[config.mk]
export PLATFORM = sky130hd
export DESIGN_NAME = systolic_skew_feeder
export DESIGN_NICKNAME = d
export VERILOG_FILES = /design/src/rtl/systolic_skew_feeder.sv
export SDC_FILE = /design/constraint.sdc
export NUM_CORES = 1
export LEC_CHECK = 0
export CORE_MARGIN = 1
export CORE_UTILIZATION = 35
export CTS_CLUSTER_DIAMETER = 60
export DETAILED_ROUTE_END_ITERATION = 10
export MAX_ROUTING_LAYER = met4
export PLACE_DENSITY_LB_ADDON = 0.05
export SYNTH_ARGS = -nofsm -noshare
export SYNTH_HDL_FRONTEND = slang
export SYNTH_SLANG_ARGS = --single-unit
export TNS_END_PERCENT = 1
[constraint.sdc]
create_clock -name CLK -period 3.39 [get_ports CLK]
set_input_delay 0.5085 -clock CLK [delete_from_list [all_inputs] [get_ports CLK]]
set_output_delay 0.5085 -clock CLK [all_outputs]
set_load 0.01 [all_outputs]
[src/rtl/systolic_skew_feeder.sv]
// Skews LENGTH-lane operand vectors into a diagonal wavefront for a systolic array.
// Optional SKEW_AUTO_CLEAR_EN adds Mmu_Clr, pulsed on the first accept of each operand set.
module systolic_skew_feeder #(
    parameter int unsigned WIDTH  = 8,
    parameter int unsigned LENGTH = 3,
    parameter int unsigned DRAIN  = 2 * LENGTH - 1
) (
    input  logic                    CLK,
    input  logic                    ASYNC_RST,
    input  logic                    SYNC_RST,
    input  logic                    In_Valid,
    output logic                    In_Ready,
    input  logic [LENGTH*WIDTH-1:0] In_A,
    input  logic [LENGTH*WIDTH-1:0] In_B,
    output logic [LENGTH*WIDTH-1:0] Out_A,
    output logic [LENGTH*WIDTH-1:0] Out_B,
    output logic                    Mmu_En,
    output logic                    Busy,
    output logic                    Done
`ifdef SKEW_AUTO_CLEAR_EN
    ,
    output logic                    Mmu_Clr
`endif
);

    localparam int unsigned MaxCnt = (LENGTH > DRAIN) ? LENGTH : DRAIN;
    localparam int unsigned CntW   = $clog2(MaxCnt + 1);

    localparam logic [1:0] StIdle  = 2'd0;
    localparam logic [1:0] StLoad  = 2'd1;
    localparam logic [1:0] StFlush = 2'd2;
    localparam logic [1:0] StDone  = 2'd3;

    logic [1:0]      state_q, state_d;
    logic [CntW-1:0] beat_cnt_q, beat_cnt_d;
    logic [CntW-1:0] drain_cnt_q, drain_cnt_d;
    logic            mmu_en_q;
    logic            accept;
    logic            shift;

    always_comb begin
        In_Ready = (state_q == StIdle) || (state_q == StLoad);
        accept   = In_Valid && In_Ready;
        // Zeros are shifted in during FLUSH; a pending sync reset suppresses any shift.
        shift    = !SYNC_RST && (accept || (state_q == StFlush));
    end

    always_comb begin
        state_d     = state_q;
        beat_cnt_d  = beat_cnt_q;
        drain_cnt_d = drain_cnt_q;
        unique case (state_q)
            StIdle: begin
                if (accept) begin
                    beat_cnt_d  = CntW'(1);
                    drain_cnt_d = '0;
                    state_d     = (LENGTH == 32'd1) ? StFlush : StLoad;
                end
            end
            StLoad: begin
                if (accept) begin
                    beat_cnt_d = beat_cnt_q + 1'b1;
                    if (beat_cnt_q == CntW'(LENGTH - 1)) begin
                        state_d     = StFlush;
                        drain_cnt_d = '0;
                    end
                end
            end
            StFlush: begin
                drain_cnt_d = drain_cnt_q + 1'b1;
                if (drain_cnt_q == CntW'(DRAIN - 1)) begin
                    state_d = StDone;
                end
            end
            StDone: begin
                state_d     = StIdle;
                beat_cnt_d  = '0;
                drain_cnt_d = '0;
            end
            default: begin
                state_d = StIdle;
            end
        endcase
    end

    always_ff @(posedge CLK or negedge ASYNC_RST) begin
        if (!ASYNC_RST) begin
            state_q     <= StIdle;
            beat_cnt_q  <= '0;
            drain_cnt_q <= '0;
            mmu_en_q    <= 1'b0;
        end else if (SYNC_RST) begin
            state_q     <= StIdle;
            beat_cnt_q  <= '0;
            drain_cnt_q <= '0;
            mmu_en_q    <= 1'b0;
        end else begin
            state_q     <= state_d;
            beat_cnt_q  <= beat_cnt_d;
            drain_cnt_q <= drain_cnt_d;
            mmu_en_q    <= shift;
        end
    end

    // Lane i is a chain of i+1 registers, so its element leaves i+1 shifts after acceptance.
    for (genvar i = 0; i < LENGTH; i++) begin : g_lane
        logic [WIDTH-1:0] a_q [i+1];
        logic [WIDTH-1:0] b_q [i+1];
        logic [WIDTH-1:0] head_a;
        logic [WIDTH-1:0] head_b;

        assign head_a = accept ? In_A[i*WIDTH +: WIDTH] : '0;
        assign head_b = accept ? In_B[i*WIDTH +: WIDTH] : '0;

        always_ff @(posedge CLK or negedge ASYNC_RST) begin
            if (!ASYNC_RST) begin
                for (int s = 0; s <= i; s++) begin
                    a_q[s] <= '0;
                    b_q[s] <= '0;
                end
            end else if (SYNC_RST) begin
                for (int s = 0; s <= i; s++) begin
                    a_q[s] <= '0;
                    b_q[s] <= '0;
                end
            end else if (shift) begin
                a_q[0] <= head_a;
                b_q[0] <= head_b;
                for (int s = 1; s <= i; s++) begin
                    a_q[s] <= a_q[s-1];
                    b_q[s] <= b_q[s-1];
                end
            end
        end

        assign Out_A[i*WIDTH +: WIDTH] = a_q[i];
        assign Out_B[i*WIDTH +: WIDTH] = b_q[i];
    end

    assign Mmu_En = mmu_en_q;
    assign Busy   = (state_q != StIdle);
    assign Done   = (state_q == StDone);

`ifdef SKEW_AUTO_CLEAR_EN
    assign Mmu_Clr = (state_q == StIdle) && In_Valid && !SYNC_RST;
`endif

endmodule

# Yosys cells after proc, flatten, opt, wreduce, memory -nomap -nowiden
# Index checks and enable logic that the tools add are counted.
[classes]
n_addsub = 2
n_eq_ne = 9
muxes = 34
n_reduce_logical = 12
[ops]
columns = ["op", "count"]
rows = [
  ["$mux W24", 4],
  ["$mux W8", 10],
  ["$mux W16", 4],
  ["$mux W3", 7],
  ["$pmux W3 S4", 1],
  ["$mux W2", 5],
  ["$pmux W3 S3", 1],
  ["$pmux W2 S4", 1],
  ["$add A3 B1 Y3 const B", 2],
  ["$ne A3 B2 Y1 const B", 2],
  ["$ne A3 B3 Y1 const B", 2],
  ["$reduce_and A3 Y1", 2],
  ["$eq A2 B2 Y1 const B", 2],
  ["$reduce_and A4 Y1", 1],
  ["$reduce_bool A2 Y1", 2],
  ["$reduce_bool A4 Y1", 1],
  ["$eq A3 B2 Y1 const B", 1],
  ["$eq A3 B3 Y1 const B", 1],
  ["$eq A2 B1 Y1 const B", 1],
  ["$logic_and A1 B1 Y1", 2],
  ["$logic_not A2 Y1", 1],
  ["$logic_or A1 B1 Y1", 2],
  ["$logic_not A1 Y1", 1],
  ["$mux W1", 1],
]
[word_totals]
reg_bits = 105
input_bits = 52
output_inout_bits = 52
wordCells = 73

# Depth between registers and ports, before layout
[logic_depth]
depth_word = 7
mapped_depth = 7
ltp_nobuf = 6

# Least setup slack after synthesis
# No wires, ideal clock.
[synth_timing]
path_kind = "flip-flop to flip-flop"
start = "register state_q[1]"
end = "register drain_cnt_q[2]"
arrival_time_ns = 1.667
required_ns = 3.323
setup_slack_ns = 1.656
stages_incl_launch_ff = 7
synth_period_minus_slack_ns = 1.734
path_cell_list = "dfrtp_1 inv_2 ha_1 nor2_2 o32ai_2 or4b_1 nand2_1"
[synth_between]
elab_chain_cells = 5
word_cells_on_any_way = 12
classes_between = "eq/ne: 6; mux: 2; reduce/logical: 4"
[synth_lines]
columns = ["element", "line_no", "rtl"]
rows = [
  ["start, declared", "34", "logic [1:0] state_q, state_d;"],
  ["start signal, assigned", "88", "state_q <= StIdle;"],
  ["start signal, assigned", "93", "state_q <= StIdle;"],
  ["start signal, assigned", "98", "state_q <= state_d;"],
  ["$eq A2 B1 Y1 / $logic_not A2 Y1 (equally long branches)", "42, 52", ""],
  ["$logic_or A1 B1 Y1", "42", "In_Ready = (state_q == StIdle) || (state_q == StLoad);"],
  ["$logic_and A1 B1 Y1", "43", "accept = In_Valid && In_Ready;"],
  ["$ne A3 B3 Y1 (no source line)", "n/a", ""],
  ["$reduce_and A3 Y1 (no source line)", "n/a", ""],
  ["end signal, assigned", "100", "drain_cnt_q <= drain_cnt_d;"],
  ["end, declared", "36", "logic [CntW-1:0] drain_cnt_q, drain_cnt_d;"],
]
# Several ways; a longest one is shown, not always the timed one.
# A chain may end at the register's enable or synchronous reset.

# Worst setup path in the final report
[layout_timing]
start = "register state_q[1]"
end = "output port In_Ready"
[layout_between]
elab_chain_cells = 2
word_cells_on_any_way = 3
classes_between = "eq/ne: 1; reduce/logical: 2"
[layout_lines]
columns = ["element", "line_no", "rtl"]
rows = [
  ["$eq A2 B1 Y1 / $logic_not A2 Y1 (equally long branches)", "42", ""],
  ["$logic_or A1 B1 Y1 *", "42", ""],
  ["end, declared", "12", "output logic In_Ready,"],
]
# Every way passes the cells marked *; elsewhere a longest branch is shown, timed or not.

==> impl_metrics.json <==
{
  "slew-limit-headroom_pct": 38.5,
  "ios": 104,
  "endpoint_kind": "output pin",
  "layout-drive-gt1-share_pct": 7.87,
  "clock-sinks": 105,
  "antenna_found_initial": 0,
  "hold_buffers": 0,
  "n_antenna_cell": 0,
  "grt_max_degree": 73,
  "via_per_inst": 5.09,
  "yosysTopAreaCell": "dfrtp_1",
  "finalMaxSlewViolations": 0,
  "synth_fa_ha_area_share_pct": 2.64,
  "period_minus_slack_ns": 2.56,
  "initial_utilization_pct": 36.7,
  "grt_pass1_wl_mm": 14.7,
  "dp_hpwl_mm": 5.32,
  "syn-cell-area_um2": 4260,
  "synth_flop_cell": "dfrtp_1",
  "critPathArrivalTime_ns": 2.05,
  "ys_async_sr_fraction_pct": 100,
  "clock.fmax_mhz": 390,
  "cp_cell_sequence": "inv_2 -> ha_1 -> nor2_2 -> inv_1 -> clkdlybuf4s50_1",
  "die_w_um": 112,
  "leakage_nw": 2.54,
  "routed_wl_mm": 8.80,
  "cts_resized": 0,
  "power.density_nw_per_um2": 620,
  "synth_edf_count": 0,
  "finalSetupViolations": 0,
  "dieArea_um2": 12600,
  "fillers": 1090,
  "clock-root-buffer": "clkbuf_16",
  "area_growth_pct": 28.6,
  "ant_nets": 0,
  "final_cell_mix": "dfrtp_1 (105), clkdlybuf4s50_1 (102), a22o_1 (96)",
  "cts.clk_slew.worst_paths_ns": 0.07,
  "outcome": "complete, but fails checks",
  "coreArea_um2": 11600,
  "crit_buf_inv": 3,
  "final.setup.tns_ns": 0,
  "drc": 5,
  "crit_path_top_delay_cell": "dfrtp_1",
  "min_path_type": "in2async",
  "htree_levels": 3,
  "clock_latency_ns": 0.34,
  "ir_drop_v": 0.000222,
  "detail_route.first_pass.iterations": 7,
  "synth_compound_area_share_pct": 22.7,
  "yosysTopAreaCellShare_pct": 61.7,
  "cap_violations": 0,
  "synthMuxAreaShare_pct": 0.470,
  "port_buffers": 103,
  "synthXorXnorAreaFrac_pct": 0,
  "finalCritPeriodShare_pct": 75.6,
  "fp.dieH_um": 112,
  "cts.path.max_buffers": 2,
  "path_class": "reg2out",
  "yosysSeqAreaShare_pct": 61.7,
  "drt-initial-drc-count": 181,
  "cts_setup_buffers": 0,
  "dp.cells": 509,
  "ys_warn_count": 0,
  "track_usage_pct": 15.3,
  "hold_violations": 0,
  "fin_cells": 524,
  "wl_per_cell_um": 16.8,
  "synth_nets": 371,
  "place_congestion": 0.691,
  "synthDistinctLibCells": 32,
  "critPathMaxFanout": 6,
  "layout_commonest_cell": "dfrtp_1",
  "worstPathRequired_ns": 2.88,
  "synth_area_leaders": "dfrtp_1 (62%), a22o_1 (20%), buf_4 (6.3%), ha_1 (2.6%), buf_6 (1.3%)",
  "synth_simple_gate_area_share_pct": 2.50,
  "via_count": 2668,
  "netlist_instances": 310,
  "grt_pass1_vias": 2802,
  "violations": "design-rule violations",
  "avgSynthCellArea_um2": 13.7,
  "cts_buffers": 9,
  "ys_ff_latch": 105,
  "cp_top_family": "buffers and inverters",
  "power_mw": 3.39,
  "synth_top_family_by_area": "compound AO/OA/AOI/OAI gates",
  "overflow": 0,
  "finalClockSkew_ns": 0.00981,
  "regArea_um2": 2630,
  "tightest_slew_ns": 0.923,
  "cp-start-kind": "flip-flop",
  "critPathMaxStageDelay_ns": 0.51,
  "rsz0062_at_grt": "no",
  "final_nets": 438,
  "multi_input_area_um2": 1230,
  "cts_tree": "done",
  "rows": 39
}
-- cell families (layout without fill, tap and decap cells) --
kind of cell             count (synthesis)  count (layout)
AO/OA/AOI/OAI                          110             110
adder cells (fa/ha/maj)                  9               9
buffers and inverters                   64             135
flip-flops                             105             105
multiplexers                             2               2
AND/OR/NAND/NOR                         20              20
-- per-stage QoR --
step / utilization [%] / hold slack (ns) / instance area, um^2 / setup WS (ns)
floorplan: - / 0.213 / 4260 / 1.66
global placement: 44.4 / 0.481 / 5160 / 0.950
detailed placement: 44.4 / 0.482 / 5160 / 0.904
CTS: 47.2 / 0.347 / 5480 / 0.812
global route: 47.2 / 0.368 / 5480 / 0.705
finish: 47.2 / 0.296 / 5480 / 0.828
-- synth_stat cells, types with 2 or more instances --
library cell  number
dfrtp_1          105
a22o_1            96
buf_4             36
buf_2             10
ha_1               9
inv_1              9
nor2_1             6
buf_6              5
nand2_1            5
clkbuf_1           3
mux2i_1            2
nor2b_1            2
o21ai_0            2
o31ai_1            2
-- per-layer routing --
metal	global-route usage (%)	wire length [um]	vias to the layer above
met2	22.1	4000	66
met1	21.2	4280	1351
met4	4.00	83	0
li1	-	-	1242
met3	4.48	439	9
met5	-	0	-
-- state kept, by name, summed over array words and instances, names as in the netlist --
signal / count
g_lane.a_q: 32
g_lane.b_q: 32
Out_A: 16
Out_B: 16
beat_cnt_q: 3
drain_cnt_q: 3
state_q: 2
Mmu_En: 1
-- final timing paths --
path / start / end / slack [ns] / depth (start not counted)
worst max-delay path: state_q[1]$_DFFE_PN0P_ / In_Ready / 0.83 / 5
worst min-delay path: ASYNC_RST / g_lane[2].a_q[16]$_DFFE_PN0P_ / 0.30 / 1
worst max register to register: state_q[1]$_DFFE_PN0P_ / g_lane[0].b_q[7]$_DFFE_PN0P_ / 1.28 / 6
worst min register to register: Out_B[18]$_DFFE_PN0P_ / Out_B[18]$_DFFE_PN0P_ / 0.50 / 1
max in group asynchronous: ASYNC_RST / g_lane[2].b_q[18]$_DFFE_PN0P_ / 2.25 / 2
min in group CLK: Out_B[18]$_DFFE_PN0P_ / Out_B[18]$_DFFE_PN0P_ / 0.50 / 1
-- power by group --
| part | switching, mW | internal, mW |
|---|---|---|
| sequential | 0.108 | 1.41 |
| clock | 0.448 | 0.667 |
| combinational | 0.388 | 0.373 |
-- cell type report --
class                      count  area share, %
sequential                   105           48.0
inverter                      10          0.685
timing repair buffer         110           19.7
multi-input combinational    141           22.5
clock inverter                 4           1.39
clock buffer                  11           4.43
tap                          143           3.27
No activity file was read; power rests on OpenSTA's default activity.
